$ cat src/rtl/multiply32x16_unsigned_shift_add_accumulate_if.sv
// Handshake and operand bundle for the 32x16 shift-add multiply-accumulate.
// The master drives start and operands; the slave returns the product and status.
interface multiply32x16_unsigned_shift_add_accumulate_if #(
  parameter int WIDTH_A = 32,
  parameter int WIDTH_B = 16,
  parameter int COUNT_W = 4
);
  logic                       start;
  logic [WIDTH_A-1:0]         multiplicand;
  logic [WIDTH_B-1:0]         multiplier;
  logic [WIDTH_B-1:0]         addend;
  logic [WIDTH_A+WIDTH_B-1:0] product;
  logic                       ready;
  logic                       busy;
  logic [COUNT_W-1:0]         count;

  modport master (
    output start, multiplicand, multiplier, addend,
    input  product, ready, busy, count
  );

  modport slave (
    input  start, multiplicand, multiplier, addend,
    output product, ready, busy, count
  );
endinterface

$ cat src/rtl/multiply32x16_unsigned_shift_add_accumulate.sv
// Sequential unsigned multiply-accumulate: product = multiplicand * multiplier + addend,
// one multiplier bit per clock, fixed 16-iteration latency.
module multiply32x16_unsigned_shift_add_accumulate #(
  parameter int WIDTH_A = 32,
  parameter int WIDTH_B = 16,
  parameter int COUNT_W = 4
) (
  input  logic clock,
  input  logic reset,
  multiply32x16_unsigned_shift_add_accumulate_if.slave bus
);
  localparam int PW = WIDTH_A + WIDTH_B;

  typedef enum logic {IDLE, RUN} state_t;

  state_t             state, state_nx;
  logic [PW-1:0]      acc, acc_nx;
  logic [PW-1:0]      a_q, a_nx;
  logic [WIDTH_B-1:0] b_q, b_nx;
  logic [COUNT_W-1:0] cnt, cnt_nx;
  logic               rdy, rdy_nx;

  always_ff @(posedge clock or negedge reset) begin
    if (!reset) begin
      state <= IDLE;
      acc   <= '0;
      a_q   <= '0;
      b_q   <= '0;
      cnt   <= '0;
      rdy   <= 1'b0;
    end else begin
      state <= state_nx;
      acc   <= acc_nx;
      a_q   <= a_nx;
      b_q   <= b_nx;
      cnt   <= cnt_nx;
      rdy   <= rdy_nx;
    end
  end

  always_comb begin
    state_nx = state;
    acc_nx   = acc;
    a_nx     = a_q;
    b_nx     = b_q;
    cnt_nx   = cnt;
    rdy_nx   = rdy;
    case (state)
      IDLE: begin
        // ready does not block acceptance; a new start simply clears it
        if (bus.start) begin
          acc_nx   = {{WIDTH_A{1'b0}}, bus.addend};
          a_nx     = {{WIDTH_B{1'b0}}, bus.multiplicand};
          b_nx     = bus.multiplier;
          cnt_nx   = '0;
          rdy_nx   = 1'b0;
          state_nx = RUN;
        end
      end
      RUN: begin
        // sum cannot exceed 2^48-2^32, so the 48-bit add never wraps
        if (b_q[cnt]) acc_nx = acc + (a_q << cnt);
        if (cnt == COUNT_W'(WIDTH_B - 1)) begin
          rdy_nx   = 1'b1;
          state_nx = IDLE;
        end else begin
          cnt_nx = cnt + 1'b1;
        end
      end
      default: state_nx = IDLE;
    endcase
  end

  assign bus.product = acc;
  assign bus.ready   = rdy;
  assign bus.busy    = (state == RUN);
  assign bus.count   = cnt;
endmodule

$ cat src/flat_wrapper.sv
// flat-port wrapper written by rule: the top's interface ports become plain ports
module multiply32x16_unsigned_shift_add_accumulate_flat 
#(
  parameter int WIDTH_A = 32,
  parameter int WIDTH_B = 16,
  parameter int COUNT_W = 4
)
  (clock, reset, bus_start, bus_multiplicand, bus_multiplier, bus_addend, bus_product, bus_ready, bus_busy, bus_count);
  multiply32x16_unsigned_shift_add_accumulate_if #(.WIDTH_A(WIDTH_A), .WIDTH_B(WIDTH_B), .COUNT_W(COUNT_W)) bus_i ();
  input  logic clock;
  input  logic reset;
  input wire logic [$bits(bus_i.start)-1:0] bus_start;
  input wire logic [$bits(bus_i.multiplicand)-1:0] bus_multiplicand;
  input wire logic [$bits(bus_i.multiplier)-1:0] bus_multiplier;
  input wire logic [$bits(bus_i.addend)-1:0] bus_addend;
  output wire logic [$bits(bus_i.product)-1:0] bus_product;
  output wire logic [$bits(bus_i.ready)-1:0] bus_ready;
  output wire logic [$bits(bus_i.busy)-1:0] bus_busy;
  output wire logic [$bits(bus_i.count)-1:0] bus_count;
  assign bus_i.start = bus_start;
  assign bus_i.multiplicand = bus_multiplicand;
  assign bus_i.multiplier = bus_multiplier;
  assign bus_i.addend = bus_addend;
  assign bus_product = bus_i.product;
  assign bus_ready = bus_i.ready;
  assign bus_busy = bus_i.busy;
  assign bus_count = bus_i.count;
  multiply32x16_unsigned_shift_add_accumulate #(.WIDTH_A(WIDTH_A), .WIDTH_B(WIDTH_B), .COUNT_W(COUNT_W)) u_core (.clock(clock), .reset(reset), .bus(bus_i));
endmodule
$ cat config.mk
export PLATFORM = sky130hd
export DESIGN_NAME = multiply32x16_unsigned_shift_add_accumulate_flat
export DESIGN_NICKNAME = d
export VERILOG_FILES = /design/src/rtl/multiply32x16_unsigned_shift_add_accumulate_if.sv /design/src/rtl/multiply32x16_unsigned_shift_add_accumulate.sv /design/src/flat_wrapper.sv
export SDC_FILE = /design/constraint.sdc
export NUM_CORES = 1
export LEC_CHECK = 0
export BUFFER_PORTS_ARGS = -buffer_cell sky130_fd_sc_hd__buf_4
export CAP_MARGIN = 40
export CORE_MARGIN = 5
export CORE_UTILIZATION = 38
export DETAILED_ROUTE_END_ITERATION = 8
export PLACE_DENSITY = 0.57
export SYNTH_ARGS = -nofsm -noshare
export SYNTH_HDL_FRONTEND = slang
export SYNTH_SLANG_ARGS = --single-unit
$ cat constraint.sdc
create_clock -name clock -period 9.48 [get_ports clock]
set_input_delay 0 -clock clock [delete_from_list [all_inputs] [get_ports clock]]
set_output_delay 0 -clock clock [all_outputs]
set_load 0.05 [all_outputs]
* Word-level counts from Yosys, hierarchy flattened
Index checks and enable logic that the tools add are counted.
** Operators by class
- Add/sub/neg operators :: 2
- Order comparisons :: 1
- Equal/unequal tests :: 5
- Shift-type cells :: 1
- Multiplexer cells :: 14
- Bitwise logic cells :: 1
- Reduce and logical (&&, ||, !) cells :: 4
** Operators by type and width (count)
- two-way mux 48 bit :: 2
- case mux 48 bit (2 select lines) :: 1
- adder 48 bit :: 1
- << shifter 32 x 4 -> 48 bit :: 1
- two-way mux 4 bit :: 2
- != test 2 bit, second input constant :: 4
- case mux 4 bit (2 select lines) :: 1
- AND reduction 2 bit :: 4
- less-than comparator 4 x 5 -> 1 bit, second input constant :: 1
- two-way mux 1 bit :: 5
- adder 4 x 1 -> 4 bit, second input constant :: 1
- binary-select mux 1 bit (select 4 bit) :: 1
- == test 4 bit, second input constant :: 1
- case mux 1 bit (2 select lines) :: 2
- inverter 1 bit :: 1
** Storage, ports and cells
- Bits in registers :: 102
- Bits of input ports :: 67
- Logic and storage cells :: 34

* Depth between registers and ports, before layout
Gate-level depths: netlist of the first run.
- Depth after elaboration :: 4
- Depth in mapped cells :: 21
- Gate-level depth less buffers :: 18

* Worst setup path after synthesis of the first run
No wires, ideal clock.
- Path type :: register to register
- Start point :: reg u_core.cnt[0], in the netlist u_core.bus.count[0]
- End point :: reg u_core.acc[35], in the netlist u_core.bus.product[35]
- Setup time :: 70 ps
- Arrival :: 4844 ps
- Slack :: 4567 ps
- Stages on the path, launching flop included :: 19
- Path buffers :: 4
- Period minus slack after synthesis :: 4913 ps
- Path through :: dfrtp_1 > clkbuf_1 > clkbuf_1 > clkbuf_1 > buf_1 > a21oi_1 > mux2i_1 > o22ai_1 > ha_1 > nand2_1 > or3b_1 > o21ai_1 > nor2_1 > a21o_1 > o21ai_4 > a21oi_2 > o41a_1 > or4_1 > nand3_1
** Between the ends
- Cells in the longest elaborated chain, start to end :: 4
- Elaborated cells on any way between the ends :: 8
- Classes of those cells :: add/sub: 1; eq/ne: 1; shift: 1; mux: 4; reduce/logical: 1
** Ends and longest elaborated chain
- start, declared :: RTL line multiply32x16_unsigned_shift_add_accumulate.sv:20 : logic [COUNT_W-1:0] cnt, cnt_nx;
- start signal, assigned :: RTL line multiply32x16_unsigned_shift_add_accumulate.sv:36 : cnt <= cnt_nx;
- << shifter 32 x 4 -> 48 bit / binary-select mux 1 bit (select 4 bit) (equally long branches) :: RTL line multiply32x16_unsigned_shift_add_accumulate.sv:62 : if (b_q[cnt]) acc_nx = acc + (a_q << cnt);
- adder 48 bit / two-way mux 1 bit (equally long branches) :: RTL line multiply32x16_unsigned_shift_add_accumulate.sv:62
- two-way mux 48 bit / != test 2 bit (equally long branches)
- case mux 48 bit (2 select lines) / AND reduction 2 bit (equally long branches)
- end signal, assigned :: RTL line multiply32x16_unsigned_shift_add_accumulate.sv:33 : acc <= acc_nx;
- end, declared :: RTL line multiply32x16_unsigned_shift_add_accumulate.sv:17 : logic [PW-1:0] acc, acc_nx;
Parallel ways exist; a longest one is shown, timed or not. The select of a mux whose other input is x is not followed.
A chain may end at the register's enable or synchronous reset.

* Worst setup path after layout of the first run
- Start point :: reg u_core.cnt[1], in the netlist u_core.bus.count[1]
- End point :: reg u_core.acc[40], in the netlist u_core.bus.product[40]
Same word-level chain as after synthesis.

==> impl_metrics.env, run 1 <==
export IMPL_outcome="finished clean"
export IMPL_die_h_um=157
export IMPL_start_util=0.388
export IMPL_grt_pass1_vias=7324
export IMPL_cts_root_buffer="clkbuf_16"
export IMPL_ys_types=64
export IMPL_grt_pass1_wl_um=39100
export IMPL_cts_max_path_buffers=2
export IMPL_setup_tns_final_ps=0
export IMPL_placed_area_um2=9310
export IMPL_synth_cells=991
export IMPL_tightest_slew_ps=767
export IMPL_fmax_ghz=0.210
export IMPL_hold_violations=0
export IMPL_grt_usage=0.199
export IMPL_antenna_found_initial=0
export IMPL_viasPerCell=5.38
export IMPL_cp_end_kind="register"
export IMPL_cts_hold_buf=64
export IMPL_drt_iter0_drc=529
export IMPL_portBuffers=120
export IMPL_gp_congestion=0.886
export IMPL_synth_most_common_cell="nand2_1"
export IMPL_wl_per_cell_um=17.3
export IMPL_drt_total_wl_um=24400
export IMPL_syn_cell_area_um2=8180
export IMPL_final_period_utilization=0.502
export IMPL_hp_class="in2reg"
export IMPL_clock_latency_ps=370
export IMPL_crit_required_ps=9700
export IMPL_critPathMaxFanout=38
export IMPL_die_x_um=157
export IMPL_synth_nets=1107
export IMPL_cts_tree="built"
export IMPL_route_detailed_drc=0
export IMPL_cp_slowest_stage_delay_ps=580
export IMPL_period_needed_ps=4760
export IMPL_arrival_ps=4980
export IMPL_slew_viol_final=0
export IMPL_path_clk_slew_ps=90
export IMPL_rsz0062_at_grt="no"
export IMPL_core_rowCount=53
export IMPL_htreeDepth=3
export IMPL_yosysTopAreaCell="dfrtp_1"
export IMPL_detail_route_antenna_nets=0
export IMPL_setup_viol=0
export IMPL_synth_commonest_cells="nand2_1 (228), dfrtp_1 (102), a21oi_1 (72)"
export IMPL_grt_max_degree=72
export IMPL_syn_area_per_cell_um2=8.25
export IMPL_synthTopCellsByArea="dfrtp_1 (31%), nand2_1 (10%), ha_1 (7.3%), mux2i_1 (6.6%), mux4_2 (5.8%)"
export IMPL_cts_resized=0
export IMPL_ios=121
export IMPL_dpl_hpwl_um=18600
export IMPL_core_area_um2=21100
export IMPL_area_growth_pct=25.2
export IMPL_critPathTopFamily="compound AO/OA/AOI/OAI gates"
export IMPL_worstSetupStartpointType="register"
export IMPL_synth_top_area_share=0.312
export IMPL_critPathKind="reg2reg"
export IMPL_cts_buffers_inserted=9
export IMPL_crit_chain="buf_4 > mux2i_1 > nor2_1 > a31oi_1 > nor2_1 > a21oi_1 > nor2_1 > ha_1 > o21ai_0 > a21oi_1 > o21ai_1 > a211oi_1 > o21ai_1 > o21a_1 > o31ai_1 > a311oi_1 > xor2_1 > o21ai_1"
export IMPL_crit_buf_inv=1
export IMPL_max_slew_margin_rel=0.488
export IMPL_yosysSeqAreaShare=0.312
export IMPL_fillers=2078
export IMPL_cp_slowest_cell="o31ai_1"
export IMPL_design_area_um2=10200
export IMPL_drt_first_pass_iters=5
export IMPL_antenna_cells=0
export IMPL_yosysWarnings=0
export IMPL_cts_sinks=102
export IMPL_dieArea_um2=24600
export IMPL_overflow=0
export IMPL_synth_edff_count=0
export IMPL_cts_setup_buffers=0
export IMPL_synth_ff_type="dfrtp_1"
export IMPL_async_flop_share=1.00
export IMPL_ys_ff_latch=102
export IMPL_drive_gt1_frac=0.165
export IMPL_maxCapViolations=0
export IMPL_skew_ps=16.3
export IMPL_vias=7592
export IMPL_fin_nets=1246
cell usage in the layout, fill, tap and decap left out, types with 4 or more instances in the layout:
cell	n
nand2_1	228
buf_4	126
dfrtp_1	99
a21oi_1	72
dlygate4sd3_1	64
mux2i_1	54
o21ai_1	50
ha_1	48
nor2_1	42
nand3_1	35
a21o_1	31
xnor2_1	24
xor2_1	21
mux4_2	21
o21ai_0	21
nor3_1	18
a31oi_1	16
inv_1	15
o22ai_1	13
nand4_1	13
clkbuf_16	9
nor2b_1	8
nand2b_1	7
o31ai_1	6
a22oi_1	6
mux2_2	6
o21a_1	5
a211oi_1	4
and3_1	4
o21bai_1	4
and2_1	4
worst paths after layout:
path	from	to	slack, ps	cells past startpoint
worst max register to register	u_core.bus.count[1]$_DFFE_PN0P_	u_core.bus.product[40]$_DFFE_PN0P_	4720	18
max in group asynchronous	reset	u_core.bus.count[0]$_DFFE_PN0P_	8050	3
min in group asynchronous	reset	u_core.bus.product[30]$_DFFE_PN0P_	200	2
worst min register to register	u_core.b_q[2]$_DFFE_PN0P_	u_core.b_q[2]$_DFFE_PN0P_	480	2
worst max-delay path	u_core.bus.count[1]$_DFFE_PN0P_	u_core.bus.product[40]$_DFFE_PN0P_	4720	18
worst min-delay path	bus_addend[1]	u_core.bus.product[1]$_DFFE_PN0P_	10	5
sequential cells by signal (all words and copies together), names as in the netlist:
name,flops
u_core.bus.product,48
u_core.a_q,32
u_core.b_q,16
u_core.bus.count,4
u_core.bus.busy,1
u_core.bus.ready,1
area by class of cell:
| cell class | count | area, um2 | share of cell area |
|---|---|---|---|
| multi-input combinational | 805 | 5320 | 0.519 |
| inverter | 18 | 67.6 | 0.00660 |
| clock buffer | 10 | 229 | 0.0224 |
| timing repair buffer | 194 | 1660 | 0.162 |
| clock inverter | 6 | 66.3 | 0.00648 |
| tap | 275 | 344 | 0.0336 |
| sequential | 102 | 2560 | 0.250 |
metrics by stage:
stage                     worst slack [ps]  hold slack [ps]  utilization  cells
after global placement                4700             50.9        0.438   1326
after detailed placement              4790             53.5        0.441   1330
after CTS                             4740             13.2        0.486   1410
final                                 4720             14.5        0.486   1410
after floorplan                       4570             -296            -    991
after global routing                  4300             26.1        0.486   1410
worst reg2reg max path: stages, from the launching register on:
cell and delay, ps:
dfrtp_1 530, buf_4 470, mux2i_1 290, nor2_1 60, a31oi_1 310, nor2_1 70, a21oi_1 200, nor2_1 100
ha_1 410, o21ai_0 110, a21oi_1 140, o21ai_1 100, a211oi_1 320, o21ai_1 210, o21a_1 240, o31ai_1 580
a311oi_1 230, xor2_1 190, o21ai_1 70
routing by layer:
metal,part of all wire,vias to the layer above,track usage
li1,-,3838,-
met1,0.50,3568,0.303
met2,0.45,171,0.308
met3,0.041,15,0.0263
met4,0.0086,0,0.0314
met5,0,-,0
cell families after synthesis:
logic type	count (synthesis)	synth area share
AND/OR/NAND/NOR	373	0.196
buffers and inverters	84	0.0387
XOR/XNOR	45	0.0482
AO/OA/AOI/OAI	254	0.193
adder cells (fa/ha/maj)	49	0.0759
flip-flops	102	0.312
multiplexers	84	0.136
Power of run 1 is not shown: default switching activity piles up to over one toggle a cycle in this logic, so the estimate is an artifact.
==> run 2: changes to the inputs <==
--- a/config.mk
+++ b/config.mk
@@ -10,7 +10,7 @@
 export CORE_MARGIN = 5
 export CORE_UTILIZATION = 38
 export DETAILED_ROUTE_END_ITERATION = 8
-export PLACE_DENSITY = 0.57
+export PLACE_DENSITY = 0.59
 export SYNTH_ARGS = -nofsm -noshare
 export SYNTH_HDL_FRONTEND = slang
 export SYNTH_SLANG_ARGS = --single-unit
==> constraint.sdc (replaced) <==
create_clock -name clock -period 4.09 [get_ports clock]
set_input_delay 0 -clock clock [delete_from_list [all_inputs] [get_ports clock]]
set_output_delay 0 -clock clock [all_outputs]
set_load 0.05 [all_outputs]
==> run 2 against run 1 <==
Compared with the run above:
- worst hold slack improved by 120 ps
- final cell count rose by 2.8%
- clock-buffer cell count did not move
- fmax rose by 21%
- sequential share of layout area fell by 1.1 points
- clock skew fell by 5.0 ps
==> impl_metrics.env, run 2 (synthesis gave the netlist of run 1 again) <==
export IMPL_clock_latency_ps=360
export IMPL_wl_per_cell_um=16.7
export IMPL_cp_slowest_stage_delay_ps=480
export IMPL_fmax_ghz=0.255
export IMPL_setup_viol=0
export IMPL_cts_tree="built"
export IMPL_pre_cts_slack_ps=78.8
export IMPL_fillers=1990
export IMPL_cts_root_buffer="clkbuf_16"
export IMPL_cts_buffers_inserted=9
export IMPL_rsz0062_at_grt="yes"
export IMPL_drt_iter0_drc=574
export IMPL_maxCapViolations=0
export IMPL_cts_sinks=102
export IMPL_grt_max_degree=72
export IMPL_htreeDepth=3
export IMPL_skew_ps=11.3
export IMPL_ios=121
export IMPL_design_area_um2=10700
export IMPL_die_x_um=157
export IMPL_setup_tns_final_ps=0
export IMPL_max_slew_margin_rel=0.466
export IMPL_crit_chain="buf_4 > buf_12 > buf_4 > inv_2 > a31oi_1 > nor2_1 > a21oi_2 > nor2_1 > ha_4 > a21o_1 > or3b_1 > o21ai_1 > nor2_2 > a21o_1 > o21ai_4 > a21oi_2 > o41a_1 > or4_1 > nand3_1"
export IMPL_arrival_ps=4230
export IMPL_fin_nets=1285
export IMPL_hold_violations=0
export IMPL_critPathKind="reg2reg"
export IMPL_hp_class="in2async"
export IMPL_final_common_cell="nand2_1"
export IMPL_detail_route_antenna_nets=0
export IMPL_period_needed_ps=3930
export IMPL_grt_usage=0.196
export IMPL_final_period_utilization=0.960
export IMPL_outcome="finished clean"
export IMPL_route_detailed_drc=0
export IMPL_grt_pass1_vias=7296
export IMPL_overflow=0
export IMPL_core_area_um2=21100
export IMPL_crit_required_ps=4390
export IMPL_vias=7755
export IMPL_layout_common_cells="nand2_1 (227), buf_4 (159), dfrtp_1 (98)"
export IMPL_placed_area_um2=9560
export IMPL_die_h_um=157
export IMPL_critPathMaxFanout=6
export IMPL_crit_buf_inv=4
export IMPL_antenna_found_initial=0
export IMPL_grt_pass1_wl_um=38600
export IMPL_drt_total_wl_um=24200
export IMPL_viasPerCell=5.35
export IMPL_antenna_cells=0
export IMPL_rrSetupSlack_ps=160
export IMPL_dieArea_um2=24600
export IMPL_tightest_slew_ps=802
export IMPL_start_util=0.388
export IMPL_critPathTopFamily="simple AND/OR/NAND/NOR gates"
export IMPL_fin_ws_ps=162
export IMPL_largest_reg_flops=48
export IMPL_final_util=0.508
export IMPL_dpl_hpwl_um=18600
export IMPL_slew_viol_final=0
export IMPL_cts_max_path_buffers=2
export IMPL_path_clk_slew_ps=80
export IMPL_area_growth_pct=30.9
export IMPL_cp_slowest_cell="or4_1"
export IMPL_cp_end_kind="register"
export IMPL_portBuffers=120
export IMPL_drive_gt1_frac=0.215
export IMPL_gp_congestion=0.941
export IMPL_core_rowCount=53
export IMPL_drt_first_pass_iters=5
export IMPL_worstSetupStartpointType="register"
## run 2: cell types whose count changed in the layout (fill, tap and decap cells not counted), moves of 3 or more
cell,previous run,this run
ha_1,48,44
mux2i_1,54,47
a21oi_2,2,9
buf_4,126,159
a21oi_1,72,65
nor3_2,0,3
buf_12,3,6
nor3_1,18,15
mux2i_2,0,7
## run 2: metrics by stage
stage	cells	hold WS, ps
4_1_cts	1443	143
2_1_floorplan	991	-296
5_1_grt	1449	170
3_5_place_dp	1361	-10.6
6_report	1449	132
3_3_place_gp	1361	-8.88
## run 2: final cells by class
class	instances	area, um2	share of cell area
multi-input combinational	805	5460	0.510
sequential	102	2560	0.239
timing repair buffer	233	1990	0.186
tap	275	344	0.0321
clock buffer	10	229	0.0214
inverter	18	67.6	0.00631
clock inverter	6	63.8	0.00596
## run 2: final timing paths
kind / cells past startpoint / start / end
max in group asynchronous: 3 / reset / u_core.bus.count[0]$_DFFE_PN0P_
worst max register to register: 19 / u_core.bus.count[1]$_DFFE_PN0P_ / u_core.bus.product[35]$_DFFE_PN0P_
min in group clock: 4 / bus_multiplicand[14] / u_core.a_q[14]$_DFFE_PN0P_
worst min-delay path: 2 / reset / u_core.bus.product[30]$_DFFE_PN0P_
worst min register to register: 2 / u_core.b_q[13]$_DFFE_PN0P_ / u_core.b_q[13]$_DFFE_PN0P_
worst max-delay path: 19 / u_core.bus.count[1]$_DFFE_PN0P_ / u_core.bus.product[35]$_DFFE_PN0P_
## run 2: per-layer routing
metal / vias to the layer above / part of all wire / GRT usage
li1: 3911 / - / -
met1: 3618 / 0.49 / 0.293
met2: 206 / 0.44 / 0.303
met3: 20 / 0.053 / 0.0232
met4: 0 / 0.014 / 0.0475
met5: - / 0 / 0
## run 2: timing repair
item                                    in CTS  in global routing
endpoints found under the setup margin       0                 13
buffers inserted                             0                  6
hold buffers                                66                  0
hold endpoints to repair                    97                  0
gates resized for setup                      0                 31
Power of run 2 is left out for the same reason.
